`src/rtl/piso_shift_tx.sv`:
```
// piso_shift_tx: parallel-in serial-out transmitter with a valid/ready load port.
// Define PISO_PARITY_EN to append an even-parity bit period after each word.
module piso_shift_tx #(
    parameter int WIDTH     = 8,
    parameter bit MSB_FIRST = 1'b1
) (
    input  logic             clk,
    input  logic             reset,
    input  logic             load_valid,
    output logic             load_ready,
    input  logic [WIDTH-1:0] din,
    output logic             sout,
    output logic             busy,
    output logic             done,
    output logic [1:0]       o_dbg_state
);

    localparam int CW = (WIDTH > 1) ? $clog2(WIDTH) : 1;
    localparam logic [CW-1:0] LAST = CW'(WIDTH - 1);

    typedef enum logic [1:0] {
        IDLE   = 2'b00,
        SHIFT  = 2'b01
`ifdef PISO_PARITY_EN
        ,
        PARITY = 2'b10
`endif
    } state_t;

    // Handshake: a word moves when load_valid and load_ready are both high at
    // a rising edge; load_ready depends only on state and reset, never on valid.
    state_t           r_state;
    logic [WIDTH-1:0] r_shift;
    logic [CW-1:0]    r_cnt;
    logic             r_sout;
    logic             r_busy;
    logic             r_done;

    state_t           w_state_nxt;
    logic [WIDTH-1:0] w_shift_nxt;
    logic [CW-1:0]    w_cnt_nxt;
    logic             w_sout_nxt;
    logic             w_busy_nxt;
    logic             w_done_nxt;
    logic             w_accept;
    logic             w_din_first;
    logic [WIDTH-1:0] w_din_adv;
    logic             w_shift_head;
    logic [WIDTH-1:0] w_shift_adv;

`ifdef PISO_PARITY_EN
    logic             r_parity;
    logic             w_parity_nxt;
`endif

    assign load_ready  = (r_state == IDLE) && reset;
    assign w_accept    = load_valid && load_ready;
    assign sout        = r_sout;
    assign busy        = r_busy;
    assign done        = r_done;
    assign o_dbg_state = r_state;

    // The shift register always holds the bits not yet driven, already aligned
    // so the next bit to send sits at the head position.
    assign w_din_first  = MSB_FIRST ? din[WIDTH-1] : din[0];
    assign w_din_adv    = MSB_FIRST ? {din[WIDTH-2:0], 1'b0} : {1'b0, din[WIDTH-1:1]};
    assign w_shift_head = MSB_FIRST ? r_shift[WIDTH-1] : r_shift[0];
    assign w_shift_adv  = MSB_FIRST ? {r_shift[WIDTH-2:0], 1'b0} : {1'b0, r_shift[WIDTH-1:1]};

    always_comb begin
        w_state_nxt = r_state;
        w_shift_nxt = r_shift;
        w_cnt_nxt   = r_cnt;
        w_sout_nxt  = r_sout;
        w_busy_nxt  = r_busy;
        w_done_nxt  = 1'b0;
`ifdef PISO_PARITY_EN
        w_parity_nxt = r_parity;
`endif
        case (r_state)
            IDLE: begin
                w_sout_nxt = 1'b0;
                w_busy_nxt = 1'b0;
                if (w_accept) begin
                    w_state_nxt = SHIFT;
                    w_shift_nxt = w_din_adv;
                    w_cnt_nxt   = '0;
                    w_sout_nxt  = w_din_first;
                    w_busy_nxt  = 1'b1;
`ifdef PISO_PARITY_EN
                    w_parity_nxt = ^din;
`endif
                end
            end
            SHIFT: begin
                if (r_cnt == LAST) begin
`ifdef PISO_PARITY_EN
                    w_state_nxt = PARITY;
                    w_sout_nxt  = r_parity;
`else
                    w_state_nxt = IDLE;
                    w_sout_nxt  = 1'b0;
                    w_busy_nxt  = 1'b0;
                    w_done_nxt  = 1'b1;
`endif
                end else begin
                    w_sout_nxt  = w_shift_head;
                    w_shift_nxt = w_shift_adv;
                    w_cnt_nxt   = r_cnt + 1'b1;
                end
            end
`ifdef PISO_PARITY_EN
            PARITY: begin
                w_state_nxt = IDLE;
                w_sout_nxt  = 1'b0;
                w_busy_nxt  = 1'b0;
                w_done_nxt  = 1'b1;
            end
`endif
            default: begin
                w_state_nxt = IDLE;
                w_shift_nxt = '0;
                w_cnt_nxt   = '0;
                w_sout_nxt  = 1'b0;
                w_busy_nxt  = 1'b0;
            end
        endcase
    end

    always_ff @(posedge clk or negedge reset) begin
        if (!reset) begin
            r_state <= IDLE;
            r_shift <= '0;
            r_cnt   <= '0;
            r_sout  <= 1'b0;
            r_busy  <= 1'b0;
            r_done  <= 1'b0;
        end else begin
            r_state <= w_state_nxt;
            r_shift <= w_shift_nxt;
            r_cnt   <= w_cnt_nxt;
            r_sout  <= w_sout_nxt;
            r_busy  <= w_busy_nxt;
            r_done  <= w_done_nxt;
        end
    end

`ifdef PISO_PARITY_EN
    always_ff @(posedge clk or negedge reset) begin
        if (!reset) begin
            r_parity <= 1'b0;
        end else begin
            r_parity <= w_parity_nxt;
        end
    end
`endif

endmodule

```
`config.mk`:
```
export PLATFORM = sky130hd
export DESIGN_NAME = piso_shift_tx
export DESIGN_NICKNAME = d
export VERILOG_FILES = /design/src/rtl/piso_shift_tx.sv
export SDC_FILE = /design/constraint.sdc
export NUM_CORES = 1
export LEC_CHECK = 0
export ABC_CLOCK_PERIOD_IN_PS = 1700
export CAP_MARGIN = 0
export CORE_MARGIN = 1.5
export CORE_UTILIZATION = 40
export DETAILED_ROUTE_END_ITERATION = 10
export MAX_ROUTING_LAYER = met4
export PLACE_DENSITY = 0.68
export SYNTH_ARGS = -nofsm -noshare
export SYNTH_HDL_FRONTEND = slang
export SYNTH_SLANG_ARGS = --single-unit
```
`constraint.sdc`:
```
create_clock -name clk -period 1.7 [get_ports clk]
set_input_delay 0.34 -clock clk [delete_from_list [all_inputs] [get_ports clk]]
set_output_delay 0.34 -clock clk [all_outputs]
set_load 0.1 [all_outputs]
```
After elaboration in Yosys (flattened, before gate mapping)
Cells that the tools add are included.
{ "totals": {"reg_bits": 16, "out_inout_bits": 6, "wordCells": 34} }
{ "classes": {"add_sub_neg": 1, "eq_ne": 5, "mux": 17, "reduce_logical": 5} }
{ "ops": {"columns": ["cell", "n"], "rows": [
  ["2-to-1 mux 8 bit", 2],
  ["case mux 8 bit (2 select lines)", 1],
  ["2-to-1 mux 1 bit", 6],
  ["2-to-1 mux 3 bit", 2],
  ["!= test 2 bit (second input constant)", 3],
  ["case mux 3 bit (2 select lines)", 1],
  ["2-to-1 mux 2 bit", 2],
  ["case mux 1 bit (2 select lines)", 2],
  ["case mux 2 bit (2 select lines)", 1],
  ["AND reduction 2 bit", 2],
  ["adder 3 x 1 -> 3 bit (second input constant)", 1],
  ["== test 3 bit (second input constant)", 1],
  ["== test 2 x 1 -> 1 bit (second input constant)", 1],
  ["logical AND 1 bit", 2],
  ["zero test 2 bit", 1]
]} }

Depth between registers and ports, before layout
{ "depth": {"word_depth": 5, "ltp_mapped": 6, "mapped_depth_nobuf": 5} }

Worst setup path before layout
No wires, ideal clock.
{ "synth_timing": {"kind": "register to register", "from": "register r_state[0] (netlist: o_dbg_state[0])", "to": "register r_sout (netlist: sout)", "t_arrival_ns": 2.591, "required_time_ns": 1.627, "path_slack_ns": -0.964, "path_stages_with_launch": 3, "n_path_buf": 0, "period_less_slack_ns": 2.664, "path_cell_list": "dfrtp_1 nor2b_1 a32o_1"} }
{ "synth_via": {"elab_chain_len": 5, "word_cells_on_any_way": 6, "cone_classes": "eq/ne: 1; mux: 2; reduce/logical: 3"} }
{ "synth_lines": {"columns": ["element", "line_no", "text"], "rows": [
  ["start, declared", "32", "state_t r_state;"],
  ["start signal, assigned", "139", "r_state <= w_state_nxt;"],
  ["zero test 2 bit", "56", "assign load_ready = (r_state == IDLE) && reset;"],
  ["logical AND 1 bit", "56", null],
  ["named net load_ready", "10", "output logic load_ready,"],
  ["logical AND 1 bit", "57", "assign w_accept = load_valid && load_ready;"],
  ["2-to-1 mux 1 bit", "84", "if (w_accept) begin"],
  ["case mux 1 bit (2 select lines)", "80", "case (r_state)"],
  ["named net w_sout_nxt", "42", "logic w_sout_nxt;"],
  ["end signal, assigned", "142", "r_sout <= w_sout_nxt;"],
  ["end, declared", "35", "logic r_sout;"]
]} }
The timed path passes the listed nets, and every way through them passes these cells.
A chain may end at the register's enable or synchronous reset.

Final worst setup path
{ "layout_timing": {"from": "input port reset", "to": "output port load_ready"} }
{ "layout_via": {"elab_chain_len": 1} }
{ "layout_lines": {"columns": ["element", "line_no", "text"], "rows": [
  ["start, declared", "8", "input logic reset,"],
  ["logical AND 1 bit", "56", null],
  ["end, declared", "10", null]
]} }
Every way passes these cells.

==> impl_metrics.env <==
export IMPL_fin_crit_sh=0.9691
export IMPL_drive_gt1_frac=0.1899
export IMPL_synth_seq_cells=14
export IMPL_synthTopCellsByArea="dfrtp_1 55%, ha_1 5.9%, o22ai_1 5.9%"
export IMPL_critPathRequiredTime_ns=1.36
export IMPL_num_io_pins=17
export IMPL_start_kind="primary input"
export IMPL_post_route_min_period_ns=1.647
export IMPL_setup_violations=0
export IMPL_drtIter0Drc=10
export IMPL_synth_top_area_share=0.5501
export IMPL_utilization=0.5930
export IMPL_holdBufCountCts=0
export IMPL_core_area_sq_mm=0.001506
export IMPL_drc=0
export IMPL_slew_viol_final=0
export IMPL_cts_root_buf="clkbuf_4"
export IMPL_clock_fmax_mhz=607.0
export IMPL_yosys_warnings=0
export IMPL_grt_pass1_vias=427
export IMPL_gp_congestion=0.7288
export IMPL_endpoint_kind="output pin"
export IMPL_final_cells=95
export IMPL_syn_nets=75
export IMPL_antenna_found_initial=0
export IMPL_p_leak_nw=0.4209
export IMPL_wl_per_cell_microns=12.64
export IMPL_vias_per_cell=5.305
export IMPL_path_max_fanout=4
export IMPL_post_cts_resized=0
export IMPL_post_cts_buffers=0
export IMPL_worst_slack_ns=0.05260
export IMPL_overflow=0
export IMPL_fin_nets=94
export IMPL_io_buffers=15
export IMPL_path_clk_slew_ns=0.09
export IMPL_htreeDepth=1
export IMPL_cts_sinks=14
export IMPL_die_area_sq_mm=0.001840
export IMPL_yosys_area_top_type="dfrtp_1"
export IMPL_power_mw=1.856
export IMPL_ant_nets=0
export IMPL_status="completed"
export IMPL_min_path_type="in -> async"
export IMPL_cts_tree="yes"
export IMPL_numCtsBuffers=3
export IMPL_ys_types=19
export IMPL_power_density_mw_per_mm2=2077
export IMPL_synth_edff_count=0
export IMPL_n_antenna_cell=0
export IMPL_crit_type="in -> out"
export IMPL_rsz0062_at_grt="no"
export IMPL_die_x_microns=42.90
export IMPL_track_usage=0.1636
export IMPL_synthFlopType="dfrtp_1"
export IMPL_area_growth_pct=40.28
export IMPL_ys_seq_area_frac=0.5501
export IMPL_hold_viol_final=0
export IMPL_vias=504
export IMPL_async_reset_ff_frac=1.000
export IMPL_fin_tns_setup_ns=0
export IMPL_rows=14
export IMPL_drv_cap=0
export IMPL_netlist_instances=61
export IMPL_dpl_hpwl_microns=883.6
export IMPL_place_ws_ns=0.05302
export IMPL_start_util=0.4228
export IMPL_ctsLongestPathBuffers=2
export IMPL_wl_microns=1201
export IMPL_yosysMostFrequentCell="dfrtp_1"
export IMPL_grt_first_pass_wirelength_microns=2070
export IMPL_synthTopCellsByCount="14 x dfrtp_1, 6 x a21oi_1, 6 x nand2_1, 6 x nor2_1, 6 x o22ai_1"
export IMPL_grt_start_max_net_pins=20
export IMPL_firstDrtPassIters=4
export IMPL_crit_arrival_ns=1.31
export IMPL_syn_avg_cell_area_sq_um=10.44
export IMPL_fin_skew_ns=0.002199
export IMPL_dp_cells=91
export IMPL_die_height_microns=42.90
export IMPL_clk_latency_ns=0.28
export IMPL_syn_cell_area_sq_um=636.9
export IMPL_ir_worst_vdd_mv=0.8674
sequential cells by signal, indices dropped and copies added, names as in the netlist:
signal	cells
r_shift	7
r_cnt	3
busy	1
done	1
o_dbg_state	1
sout	1
cells by family (layout without fill, tap and decap cells):
family / after synthesis / after routing / share of synthesized area
simple gates: 23 / 23 / 0.1925
compound gates: 15 / 15 / 0.1375
flops: 14 / 14 / 0.5501
buf+inv: 5 / 23 / 0.05499
other cells: 1 / 1 / 0.005888
fa+ha+maj: 3 / 3 / 0.05895
per-layer routing:
metal	vias up	GRT usage	routed length (microns)
met5	-	-	0
met4	0	0.09375	32
met3	4	0.04255	79
met2	20	0.2424	560
met1	236	0.2011	528
li1	244	-	-
final cells by class:
type	count	area, sq um
inverters	1	3.754
clock buffers	4	36.28
flip-flops and latches	14	351.6
repair buffers	18	222.7
well taps	16	20.02
multi-input cells	42	259.0
fillers	129	613.1
placed cells by master, fill, tap and decap left out:
| cell | Yosys | routed |
|---|---|---|
| o21ai_0 | 1 | 1 |
| nor2_1 | 6 | 6 |
| nand2b_1 | 2 | 2 |
| buf_4 | 2 | 3 |
| dfrtp_1 | 14 | 13 |
| o22ai_1 | 6 | 6 |
| nor2b_1 | 3 | 2 |
| buf_12 | 0 | 5 |
| conb_1 | 1 | 1 |
| ha_1 | 3 | 3 |
| clkdlybuf4s50_1 | 0 | 10 |
| o21ai_1 | 1 | 1 |
| a32o_1 | 1 | 1 |
| inv_1 | 1 | 1 |
| nand3_1 | 4 | 4 |
| nand3b_4 | 1 | 1 |
| dfrtp_2 | 0 | 1 |
| nor2b_4 | 0 | 1 |
| and2_1 | 1 | 1 |
| clkbuf_4 | 0 | 3 |
| clkbuf_8 | 0 | 1 |
| nand2_1 | 6 | 6 |
| a21oi_1 | 6 | 6 |
per-stage QoR:
step / hold WS, ns / area [sq um]
5_1_grt: 0.5049 / 893.4
2_1_floorplan: 0.04441 / 645.6
3_3_place_gp: 0.4774 / 857.1
3_5_place_dp: 0.4924 / 857.1
6_report: 0.4837 / 893.4
4_1_cts: 0.4855 / 893.4
path summary, 6_finish.rpt:
kind / from / endpoint / slack [ns] / depth (start not counted)
worst min-delay path: reset / sout$_DFF_PN0_ / 0.48 / 2
min in group clk: r_cnt[1]$_DFFE_PN0P_ / r_cnt[1]$_DFFE_PN0P_ / 0.50 / 2
worst max register to register: r_cnt[0]$_DFFE_PN0P_ / r_shift[3]$_DFFE_PN0P_ / 0.13 / 5
worst min register to register: r_cnt[1]$_DFFE_PN0P_ / r_cnt[1]$_DFFE_PN0P_ / 0.50 / 2
worst max-delay path: reset / load_ready / 0.05 / 3
max in group asynchronous: reset / done$_DFF_PN0_ / 1.07 / 2
power breakdown:
group | internal, mW | switching, mW
logic | 0.396 | 0.612
clock network | 0.130 | 0.109
registers | 0.490 | 0.120
total | 1.02 | 0.840
critical path: stages:
cell	delay (ns)
clkdlybuf4s50_1	0.57
nor2b_4	0.21
buf_12	0.18
No activity file was read; power rests on OpenSTA's default activity.
